### src/rtl/gf_accum_pkg.sv
// -----------------------------------------------------------------------------
// gf_accum_pkg
// Shared types and constants for the GF/integer stream accumulator family.
//   state_e      : accumulator FSM states (IDLE, ACCUM, HOLD)
//   GF_MODE_XOR  : mode value selecting GF(2^n) addition (bitwise XOR)
//   GF_MODE_INT  : mode value selecting integer addition mod 2^WIDTH
// -----------------------------------------------------------------------------
package gf_accum_pkg;

  typedef enum logic [1:0] {
    IDLE  = 2'd0,
    ACCUM = 2'd1,
    HOLD  = 2'd2
  } state_e;

  localparam logic GF_MODE_XOR = 1'b1;
  localparam logic GF_MODE_INT = 1'b0;

endpackage : gf_accum_pkg

### src/rtl/gf_add_unit.sv
// -----------------------------------------------------------------------------
// gf_add_unit
// Combinational two-operand adder for GF(2^n) (XOR) or integer arithmetic.
// Integer addition is done WIDTH+1 bits wide; bit WIDTH is the carry.
//
// Configuration macro: GF_ACCUM_SAT_EN
//   defined   : integer carry-out clamps sum to all ones (saturating)
//   undefined : integer sum wraps mod 2^WIDTH
//   GF mode is unaffected by the macro; carry is always 0 in GF mode.
//
// Ports:
//   a, b   in  WIDTH  operands
//   mode   in  1      GF_MODE_XOR or GF_MODE_INT
//   sum    out WIDTH  result
//   carry  out 1      integer-mode carry-out
// -----------------------------------------------------------------------------
module gf_add_unit
  import gf_accum_pkg::*;
#(
  parameter int WIDTH = 32
) (
  input  logic [WIDTH-1:0] a,
  input  logic [WIDTH-1:0] b,
  input  logic             mode,
  output logic [WIDTH-1:0] sum,
  output logic             carry
);

  logic [WIDTH:0] wide_sum;

  // NOTE: every output of a combinational block gets a default first, so no
  // path through the block leaves a value unassigned (which would infer a latch).
  always_comb begin
    wide_sum = {1'b0, a} + {1'b0, b};
    sum      = a ^ b;
    carry    = 1'b0;
    if (mode == GF_MODE_INT) begin
      carry = wide_sum[WIDTH];
`ifdef GF_ACCUM_SAT_EN
      // Once the accumulator is all ones, any further nonzero operand carries
      // again, so saturation is sticky without extra state.
      sum = wide_sum[WIDTH] ? {WIDTH{1'b1}} : wide_sum[WIDTH-1:0];
`else
      sum = wide_sum[WIDTH-1:0];
`endif
    end
  end

endmodule : gf_add_unit

### src/rtl/gf_stream_accum.sv
// -----------------------------------------------------------------------------
// gf_stream_accum
// Streaming multi-operand accumulator. Reduces a frame of WIDTH-bit operands,
// received over valid/ready, with GF(2^n) addition (XOR) or integer addition
// mod 2^WIDTH. The mode is latched on the first beat of each frame. The frame
// result is held on out_* until out_ready is seen.
//
// Configuration macro: GF_ACCUM_SAT_EN (saturating integer mode, see gf_add_unit)
//
// Parameters:
//   WIDTH    operand/result width (>= 2)
//   MAX_LEN  maximum beats per frame; reaching it ends the frame (>= 2)
//   CNT_W    beat-count width, derived from MAX_LEN
//
// Ports:
//   clk        in   1      clock, rising edge
//   rst        in   1      synchronous active-high reset
//   gf_option  in   1      1 = GF add, 0 = integer add; sampled on first beat
//   in_valid   in   1      operand valid
//   in_ready   out  1      block can accept an operand
//   in_data    in   WIDTH  operand
//   in_last    in   1      final operand of frame
//   out_valid  out  1      result valid (held until out_ready)
//   out_ready  in   1      consumer accepts result
//   out_sum    out  WIDTH  frame result
//   out_count  out  CNT_W  operands accumulated in frame
//   out_ovf    out  1      integer carry-out occurred in frame
//   out_trunc  out  1      frame ended by MAX_LEN rather than in_last
// -----------------------------------------------------------------------------
module gf_stream_accum
  import gf_accum_pkg::*;
#(
  parameter  int WIDTH   = 32,
  parameter  int MAX_LEN = 16,
  localparam int CNT_W   = $clog2(MAX_LEN + 1)
) (
  input  logic             clk,
  input  logic             rst,
  input  logic             gf_option,
  input  logic             in_valid,
  output logic             in_ready,
  input  logic [WIDTH-1:0] in_data,
  input  logic             in_last,
  output logic             out_valid,
  input  logic             out_ready,
  output logic [WIDTH-1:0] out_sum,
  output logic [CNT_W-1:0] out_count,
  output logic             out_ovf,
  output logic             out_trunc
);

  localparam logic [CNT_W-1:0] MAX_CNT = CNT_W'(MAX_LEN);

  state_e           state;
  logic [WIDTH-1:0] acc;
  logic             mode;
  logic [CNT_W-1:0] count;
  logic             ovf;
  logic             trunc;

  logic             beat;
  logic [CNT_W-1:0] count_inc;
  logic [WIDTH-1:0] add_sum;
  logic             add_carry;

  // Ready is suppressed while reset is asserted so no beat appears accepted
  // in a cycle whose state update is discarded.
  assign in_ready  = !rst && (state != HOLD);
  assign beat      = in_valid && in_ready;
  assign count_inc = count + 1'b1;

  gf_add_unit #(
    .WIDTH (WIDTH)
  ) u_add (
    .a     (acc),
    .b     (in_data),
    .mode  (mode),
    .sum   (add_sum),
    .carry (add_carry)
  );

  // NOTE: sequential state uses non-blocking assignments so every register
  // samples pre-edge values, independent of statement order.
  // NOTE: the datapath registers are reset as well as the FSM because the
  // outputs have defined reset values, not just a defined state.
  always_ff @(posedge clk) begin
    if (rst) begin
      state <= IDLE;
      acc   <= '0;
      mode  <= GF_MODE_INT;
      count <= '0;
      ovf   <= 1'b0;
      trunc <= 1'b0;
    end else begin
      unique case (state)
        IDLE: begin
          if (beat) begin
            acc   <= in_data;
            mode  <= gf_option;
            count <= CNT_W'(1);
            ovf   <= 1'b0;
            trunc <= 1'b0;
            state <= in_last ? HOLD : ACCUM;
          end
        end
        ACCUM: begin
          if (beat) begin
            acc   <= add_sum;
            count <= count_inc;
            ovf   <= ovf | add_carry;
            // in_last wins over the length limit, so a frame that ends
            // exactly at MAX_LEN is not reported as truncated.
            if (in_last) begin
              state <= HOLD;
            end else if (count_inc == MAX_CNT) begin
              state <= HOLD;
              trunc <= 1'b1;
            end
          end
        end
        HOLD: begin
          if (out_ready) state <= IDLE;
        end
        default: state <= IDLE;
      endcase
    end
  end

  assign out_valid = (state == HOLD);
  assign out_sum   = acc;
  assign out_count = count;
  assign out_ovf   = ovf;
  assign out_trunc = trunc;

endmodule : gf_stream_accum

### config.mk
export PLATFORM = sky130hd
export DESIGN_NAME = gf_stream_accum
export DESIGN_NICKNAME = d
export VERILOG_FILES = /design/src/rtl/gf_accum_pkg.sv /design/src/rtl/gf_add_unit.sv /design/src/rtl/gf_stream_accum.sv
export SDC_FILE = /design/constraint.sdc
export NUM_CORES = 1
export LEC_CHECK = 0
export CAP_MARGIN = 25
export CORE_ASPECT_RATIO = 1.25
export CORE_UTILIZATION = 54
export DETAILED_ROUTE_END_ITERATION = 6
export PLACE_DENSITY = 0.82
export SLEW_MARGIN = 10
export SYNTH_ARGS = -nofsm -noshare
export SYNTH_HDL_FRONTEND = slang
export SYNTH_HIERARCHICAL = 1
export SYNTH_SLANG_ARGS = --single-unit
### constraint.sdc
create_clock -name clk -period 3 [get_ports clk]
set_input_delay 0.3 -clock clk [delete_from_list [all_inputs] [get_ports clk]]
set_output_delay 0.3 -clock clk [all_outputs]
set_load 0.02 [all_outputs]
==> flow_summary_export.csv, run 1 <==
group,metric,value,unit
power_and_ir_drop,comb_power_share,44.9,%
placed_design,hpwlAfterDp,9220,microns
sta,fmax,354,MHz
drt,wl,12300,microns
layout,drive_gt1_share,15.4,%
sta,fin_tns_setup,0,ns
clocking,cts_buffer_depth,2,
clocking,clkTransAtPathRegs,0.09,ns
clocking,cts_buffers,5,
sta,setup_violations,0,
die,die_h,100,microns
yosys,synth_fp_nets,617,
global_route,grt_max_degree,43,
worst_hold_path,holdPathStages,2,
power_and_ir_drop,p_seq_share,31.4,%
global_route,grt_util_met1,36.7,%
layout,synthToLayoutAreaGrowth,26.5,%
power_and_ir_drop,p_int,1.24,mW
global_route,antenna_found_initial,0,
yosys,syn-cell-area,4150,sq um
power_and_ir_drop,p_sw,0.767,mW
critical_path,worst-r2r-cell-count,11,
power_and_ir_drop,ir_drop,0.000268,V
worst_hold_path,holdPathEnd,"out_trunc$_SDFFE_PP0P_",
die,die_w,80.4,microns
drt,ant_nets,0,
global_route,gr-usage-met2,56.9,%
clocking,cts_tree,"done",
yosys,synthDistinctLibCells,59,
drt,drt_pass1_iterations,5,
die,die_area,8040,sq um
clocking,h-tree-depth,2,
job,drv_cap,0,
yosys,synth_flop_cell,"dfxtp_1",
global_route,grt_use_met3,3.91,%
placed_design,gp_congestion,0.944,
critical_path,startpoint_type,"input pin",
placed_design,dp_slack,-0.116,ns
die,core,7400,sq um
critical_path,critPathKind,"in2reg",
global_route,grt_pass1_wl,20000,microns
placed_design,port_buffers,78,
worst_hold_path,hold_path_class,"reg2reg",
yosys,async_reset_ff_share,0,%
clocking,hold_buffers,0,
run_status,status,"complete, no violations",
layout,layout.cells.non_filler,720,
clocking,clock_latency,0.30,ns
yosys,synth_edf_count,0,
critical_path,critPathRequiredTime,3.21,ns
drt,wl_per_cell,17.0,microns
layout,final_cell_mix,"104 x nand2_1, 77 x clkdlybuf4s50_1, 67 x nor2_1, 46 x a21oi_1, 42 x dfxtp_1",
die,io_pins,79,
sta,whs,0.494,ns
critical_path,rrSetupSlack,0.27,ns
yosys,synth-seq-cells,42,
critical_path,critical_path_arrival,3.03,ns
sta,clock_skew,0.00640,ns
sta,rsz0062_at_grt,"no",
layout,num_antenna_cells,0,
sta,worst_slack,0.179,ns
power_and_ir_drop,switching_share,38.3,%
global_route,grt_pass1_vias,4336,
layout,mostFrequentLayoutCell,"nand2_1",
die,initial_utilization,56.1,%
sta,finalCriticalPeriod,2.82,ns
die,rows,35,
sta,hold_viol_final,0,
worst_hold_path,hp-start,"out_trunc$_SDFFE_PP0P_",
yosys,seq_area_frac_synth,20.3,%
global_route,busiest_layer,"met2",
power_and_ir_drop,leakagePower,2.05,nW
power_and_ir_drop,p_per_area,382,nW/um^2
drt,post-route-drc-count,0,
global_route,grt_usage,31.4,%
critical_path,r2r-start,"out_sum[0]$_SDFFE_PP0P_",
critical_path,timing.rr.end,"out_sum[30]$_SDFFE_PP0P_",
sta,tightest_slew,0.790,ns
drt,detail_route.vias_per_cell,6.15,
sta,drv_slew,0,
placed_design,placed_cells,712,
global_route,grt_overflow,0,
sta,fin_crit_sh,94.0,%
power_and_ir_drop,clockPowerShare,23.7,%
drt,vias,4431,
drt,drtIter0Drc,333,
critical_path,crit_path_end_kind,"register",
yosys,syn-instance-count,545,
clocking,clock-sinks,42,
critical_path,path_max_fanout,3,
clocking,cts-root-buf,"clkbuf_8",
layout,nNetsFinal,699,
yosys,syn_avg_cell_area,7.62,sq um
yosys,yosys_warnings,6,
sta,slew_headroom,47.3,%
-- cell usage after synthesis, drive strengths merged, types with 2 or more instances --
cell       n  share of area (%)
nor4       2               0.30
nand3      8               0.96
nor2b      7                1.1
a2111oi    3               0.93
mux2       2               0.54
nand4     17                2.6
o31ai      2               0.69
a221oi     3               0.63
a21oi     46                5.5
o32ai      2                1.1
a22oi      5               0.90
nor3      12                1.4
nor2      68                6.5
clkbuf    17                1.6
and2       4               0.60
o21bai     3               0.81
a21o       4               0.72
o221ai     2               0.42
and3       4               0.60
buf       25                4.0
dfxtp     42                 20
nand2b     2               0.48
a31oi      7                1.2
o211ai     2               0.36
ha        33                9.9
o2111ai    3               0.63
xor2      13                2.7
a311oi    33                 12
xnor2     15                3.2
nand2    104                9.4
inv        9               0.81
a211oi     3               0.66
a32oi      2               0.42
o21ai     29                3.5
nor3b      2               0.36
-- power by group through the flow --
stage	combinational, mW	sequential, mW	clock [mW]
after floorplan	0.547	0.676	0
after detailed placement	0.881	0.642	0
after global placement	0.863	0.640	0
final	0.901	0.630	0.474
after global routing	0.977	0.635	0.504
after CTS	0.889	0.629	0.486
-- worst max-delay path, stage by stage --
cell	delay, ns
clkdlybuf4s50_1	0.48
ha_1	0.19
fa_1	0.24
a211oi_2	0.08
buf_4	0.16
nor4b_4	0.36
o2111ai_2	0.20
a2111oi_2	0.42
nor3_1	0.13
xnor2_1	0.14
nand2_1	0.08
a311oi_2	0.24
-- routing by layer --
layer,vias up,routed length [microns]
met4,0,334
met5,-,0
met2,170,6140
met1,2092,5180
met3,29,610
li1,2140,-
-- layout make-up --
| class | instances | area (sq um) |
|---|---|---|
| Clock buffer | 6 | 72.6 |
| Clock inverter | 2 | 37.5 |
| Fill cell | 653 | 2150 |
| Inverter | 10 | 37.5 |
| Multi-Input combinational cell | 451 | 3070 |
| Sequential cell | 42 | 841 |
| Tap cell | 92 | 115 |
| Timing Repair Buffer | 117 | 1080 |
-- what timing repair did --
item                       in CTS  in global routing
setup buffers                   0                  0
gates resized for setup         0                  5
setup endpoints to repair       0                  8
-- cell families (layout without fill, tap and decap cells) --
| logic type | Yosys count | after routing | share of synthesized area [%] |
|---|---|---|---|
| xor gates and xnor gates | 28 | 28 | 5.91 |
| adders and majority gates | 34 | 34 | 10.4 |
| DFF | 42 | 42 | 20.3 |
| and+or+nand+nor | 233 | 233 | 25.3 |
| AOI/OAI and AO/OA | 154 | 154 | 31.1 |
| buffers and inverters | 52 | 135 | 6.51 |
| muxes | 2 | 2 | 0.542 |
-- worst max-delay path by stage --
stage          depth (start not counted)  slack [ns]                       end                     from
6_report                              12        0.18  out_sum[28]$_SDFFE_PP0P_               in_data[0]
5_1_grt                               12        0.02  out_sum[28]$_SDFFE_PP0P_               in_data[0]
4_1_cts                               12        0.09  out_sum[18]$_SDFFE_PP0P_               in_data[0]
3_5_place_dp                          12       -0.12  out_sum[28]$_SDFFE_PP0P_               in_data[0]
3_3_place_gp                          12       -0.04  out_sum[22]$_SDFFE_PP0P_               in_data[0]
2_1_floorplan                          9        0.35  out_sum[26]$_SDFFE_PP0P_  out_sum[0]$_SDFFE_PP0P_
-- metrics by stage --
step	cell area [sq um]	util (%)	power [mW]
finish	5250	70.9	2.00
global route	5250	70.9	2.12
CTS	5230	70.6	2.00
detailed placement	5120	69.1	1.52
global placement	5120	69.1	1.50
floorplan	4150	-	1.22
-- state kept, by name, indices dropped and copies added (netlist names) --
name and count:
out_ovf 1, out_trunc 1, state 2, out_count 5, out_sum 32, mode 1
(Power assumes the default switching activity.)
==> run 2: changes to the inputs <==
Settings changed: CORE_UTILIZATION 54 to 35, PLACE_DENSITY 0.82 to 0.63.
==> flow_summary_export.csv, run 2 (synthesized netlist as in run 1, its figures left out) <==
group,metric,value,unit
run_status,status,"complete, no violations",
power_and_ir_drop,leakagePower,2.10,nW
sta,tightest_slew,0.886,ns
layout,num_antenna_cells,0,
layout,drive_gt1_share,16.0,%
placed_design,place_area,5250,sq um
critical_path,critical_path_arrival,2.98,ns
clocking,cts_buffers,5,
sta,fmax,360,MHz
global_route,grt_max_degree,37,
die,die_w,99.4,microns
global_route,grt_util_met1,23.4,%
clocking,cts_setup_buffers,0,
layout,layout.cells.non_filler,774,
die,io_pins,79,
critical_path,startpoint_type,"input pin",
clocking,h-tree-depth,2,
die,die_area,12300,sq um
worst_hold_path,hold_path_class,"reg2reg",
drt,vias,4299,
placed_design,port_buffers,78,
die,core,11600,sq um
drt,wl_per_cell,16.3,microns
clocking,cts_buffer_depth,2,
global_route,gr-usage-met2,39.4,%
die,initial_utilization,35.9,%
critical_path,path_max_fanout,3,
placed_design,gp_congestion,0.876,
placed_design,placed_cells,766,
job,drv_cap,0,
clocking,post_cts_resized,0,
drt,detail_route.vias_per_cell,5.55,
layout,synthToLayoutAreaGrowth,29.9,%
clocking,clkTransAtPathRegs,0.07,ns
clocking,cts_tree,"done",
layout,final_cell_mix,"104 x nand2_1, 77 x clkdlybuf4s50_1, 67 x nor2_1, 46 x a21oi_1, 45 x buf_4",
sta,fin_crit_sh,92.6,%
critical_path,critPathRequiredTime,3.21,ns
global_route,grt_pass1_vias,4354,
layout,nNetsFinal,707,
drt,drt_pass1_iterations,4,
sta,finalCriticalPeriod,2.78,ns
sta,slew_headroom,40.9,%
global_route,busiest_layer,"met2",
placed_design,dp_slack,-0.111,ns
layout,largest_reg_flops,32,
clocking,clock_latency,0.30,ns
layout,final_cell_area,5390,sq um
power_and_ir_drop,ir_drop,0.000230,V
critical_path,crit_path_end_kind,"register",
global_route,antenna_found_initial,0,
die,rows,44,
global_route,grt_usage,20.7,%
placed_design,hpwlAfterDp,9710,microns
sta,clock_skew,0.00430,ns
drt,drtIter0Drc,201,
sta,setup_violations,0,
global_route,grt_pass1_wl,20300,microns
layout,mostFrequentLayoutCell,"nand2_1",
critical_path,critPathKind,"in2reg",
global_route,grt_overflow,0,
sta,drv_slew,0,
drt,wl,12600,microns
clocking,clock-sinks,42,
sta,rsz0062_at_grt,"no",
drt,ant_nets,0,
global_route,grt_use_met3,2.97,%
sta,hold_viol_final,0,
power_and_ir_drop,total_power,2.11,mW
sta,worst_slack,0.223,ns
sta,whs,0.488,ns
power_and_ir_drop,p_per_area,391,nW/um^2
clocking,hold_buffers,0,
drt,post-route-drc-count,0,
clocking,cts-root-buf,"clkbuf_16",
die,die_h,124,microns
-- run 2: worst max-delay path, stage by stage --
cell and delay, ns:
clkdlybuf4s50_1 0.42, ha_1 0.23, fa_1 0.40, a211oi_1 0.25, buf_4 0.17, nor4b_4 0.05, o2111ai_1 0.23, nand2_1 0.14
a41oi_1 0.22, buf_4 0.15, xnor2_1 0.11, nand2_1 0.07, a311oi_1 0.24
-- run 2: area by class of cell --
type | count | area [sq um]
flip-flops and latches | 42 | 841
fillers | 1177 | 6170
inverters | 10 | 37.5
well taps | 138 | 173
clock buffers | 5 | 125
repair buffers | 125 | 1150
multi-input cells | 451 | 3040
clock inverters | 3 | 21.3
-- run 2: per-layer routing --
layer,wire length [microns],vias to the layer above,share of wire [%]
met1,5310,2040,42
met2,6630,88,53
met4,217,0,1.7
met5,0,-,0
li1,-,2156,-
met3,438,15,3.5
-- run 2: power by group --
group / switching [mW] / leakage, nW / internal (mW)
Sequential: 0.0358 / 0.345 / 0.594
Clock: 0.257 / 0.0698 / 0.309
Combinational: 0.502 / 1.69 / 0.412
Total: 0.795 / 2.10 / 1.32
-- run 2: path summary, 6_finish.rpt --
kind	start	endpoint	slack [ns]	depth (start not counted)
hold / removal	out_trunc$_SDFFE_PP0P_	out_trunc$_SDFFE_PP0P_	0.49	2
setup reg to reg	out_sum[0]$_SDFFE_PP0P_	out_sum[24]$_SDFFE_PP0P_	0.31	12
setup / recovery	in_data[0]	out_sum[24]$_SDFFE_PP0P_	0.22	13
hold reg to reg	out_trunc$_SDFFE_PP0P_	out_trunc$_SDFFE_PP0P_	0.49	2
-- run 2: per-stage QoR --
| stage | TNS (ns) | util, % |
|---|---|---|
| after floorplan | 0 | - |
| after global placement | -0.396 | 45.4 |
| after detailed placement | -0.326 | 45.4 |
| after CTS | 0 | 46.7 |
| after global routing | 0 | 46.7 |
| final | 0 | 46.7 |
==> run 3: changes to the inputs <==
Settings changed: REMOVE_ABC_BUFFERS from default to 1.
==> flow_summary_export.csv, run 3 (synthesized netlist as in run 1, its figures left out) <==
group,metric,value,unit
placed_design,port_buffers,78,
clocking,cts_tree,"done",
die,initial_utilization,35.9,%
sta,clock_skew,0.00704,ns
clocking,clkTransAtPathRegs,0.07,ns
clocking,hold_buffers,0,
layout,largest_reg_flops,32,
drt,wl,12000,microns
layout,final_cell_mix,"104 x nand2_1, 77 x clkdlybuf4s50_1, 67 x nor2_1, 46 x a21oi_1, 42 x dfxtp_1",
drt,vias,4262,
sta,whs,0.482,ns
die,die_h,124,microns
die,die_area,12300,sq um
sta,slew_headroom,48.3,%
sta,fin_crit_sh,94.2,%
drt,post-route-drc-count,0,
drt,drtIter0Drc,189,
sta,finalCriticalPeriod,2.83,ns
global_route,grt_usage,20.3,%
layout,drive_gt1_share,14.6,%
sta,drv_slew,0,
critical_path,worst-r2r-cell-count,12,
layout,mostFrequentLayoutCell,"nand2_1",
sta,rsz0062_at_grt,"yes",
die,rows,44,
drt,wl_per_cell,15.8,microns
critical_path,startpoint_type,"input pin",
die,core,11600,sq um
placed_design,gp_congestion,0.853,
global_route,grt_max_degree,43,
placed_design,hpwlAfterDp,9240,microns
power_and_ir_drop,leakagePower,2.04,nW
drt,detail_route.vias_per_cell,5.61,
run_status,status,"complete, no violations",
clocking,clock_latency,0.30,ns
critical_path,critPathKind,"in2reg",
power_and_ir_drop,p_per_area,395,nW/um^2
worst_hold_path,hold_path_class,"reg2reg",
sta,tightest_slew,0.776,ns
sta,setup_violations,0,
die,io_pins,79,
drt,drt_pass1_iterations,4,
clocking,cts_buffers,5,
sta,hold_viol_final,0,
global_route,grt_pass1_vias,4258,
global_route,antenna_found_initial,0,
clocking,post_cts_resized,0,
sta,fmax,354,MHz
clocking,cts_setup_buffers,0,
layout,post-route-util,45.8,%
critical_path,critPathRequiredTime,3.21,ns
global_route,grt_pass1_wl,20100,microns
critical_path,path_max_fanout,3,
layout,num_antenna_cells,0,
job,drv_cap,0,
layout,synthToLayoutAreaGrowth,27.5,%
critical_path,crit_path_end_kind,"register",
drt,ant_nets,0,
layout,nNetsFinal,693,
clocking,clock-sinks,42,
layout,fillers,1170,
critical_path,critical_path_arrival,3.03,ns
global_route,grt_overflow,0,
power_and_ir_drop,ir_drop,0.000215,V
clocking,cts_buffer_depth,2,
worst_hold_path,holdPathStages,2,
die,die_w,99.4,microns
clocking,cts-root-buf,"clkbuf_16",
clocking,h-tree-depth,2,
[run 3: cell types whose count changed in the layout (fill, tap and decap cells not counted)]
cell / previous run / this run
buf_4: 45 / 32
a41oi_1: 1 / 0
a41oi_2: 0 / 1
buf_12: 2 / 1
clkinv_2: 1 / 0
inv_6: 0 / 1
nand2b_1: 1 / 0
nand2b_2: 0 / 1
o31ai_1: 1 / 0
o31ai_2: 0 / 1
[run 3: final cells by class]
type                    instances  area [sq um]  share of cell area, %
multi-input cells             451          3060                   57.8
repair buffers                111          1040                   19.6
flip-flops and latches         42           841                   15.9
well taps                     138           173                   3.26
clock buffers                   5           125                   2.36
inverters                      10          37.5                  0.709
clock inverters                 3          25.0                  0.473
[run 3: per-layer routing]
| layer | global-route usage, % | vias up | wire length [microns] |
|---|---|---|---|
| met5 | 0 | - | 0 |
| met4 | 6.71 | 0 | 212 |
| met3 | 2.47 | 19 | 380 |
| met2 | 37.1 | 86 | 6060 |
| met1 | 24.5 | 2015 | 5380 |
| li1 | - | 2142 | - |
[run 3: final timing paths]
| check | from | to | slack, ns |
|---|---|---|---|
| max | in_data[0] | out_sum[24]$_SDFFE_PP0P_ | 0.17 |
| min | out_trunc$_SDFFE_PP0P_ | out_trunc$_SDFFE_PP0P_ | 0.48 |
| max reg2reg | out_sum[0]$_SDFFE_PP0P_ | out_sum[24]$_SDFFE_PP0P_ | 0.27 |
| min reg2reg | out_trunc$_SDFFE_PP0P_ | out_trunc$_SDFFE_PP0P_ | 0.48 |
[run 3: per-stage QoR]
step                      instances  power [mW]  setup slack (ns)  cell area, sq um  setup TNS [ns]
after global placement          752        1.51           -0.0830              5130          -0.191
after global routing            760        2.22           -0.0533              5300         -0.0975
after detailed placement        752        1.52            -0.127              5130          -0.448
after CTS                       760        2.11             0.157              5280               0
final                           760        2.09             0.175              5300               0
after floorplan                 503        1.19             0.310              3920               0
[run 3: critical path, stage by stage]
cell and delay [ns]:
clkdlybuf4s50_1 0.43, ha_1 0.24, fa_1 0.41, a211oi_1 0.23, buf_4 0.17, nor4b_4 0.05
o2111ai_1 0.24, nand2_1 0.17, a41oi_2 0.22, buf_4 0.15, xnor2_1 0.11, nand2_1 0.07
a311oi_1 0.25
[run 3: power by group]
group / switching (mW) / total [mW] / internal, mW
Clock: 0.271 / 0.585 / 0.314
Sequential: 0.0358 / 0.630 / 0.594
Combinational: 0.490 / 0.878 / 0.388
Total: 0.797 / 2.09 / 1.30
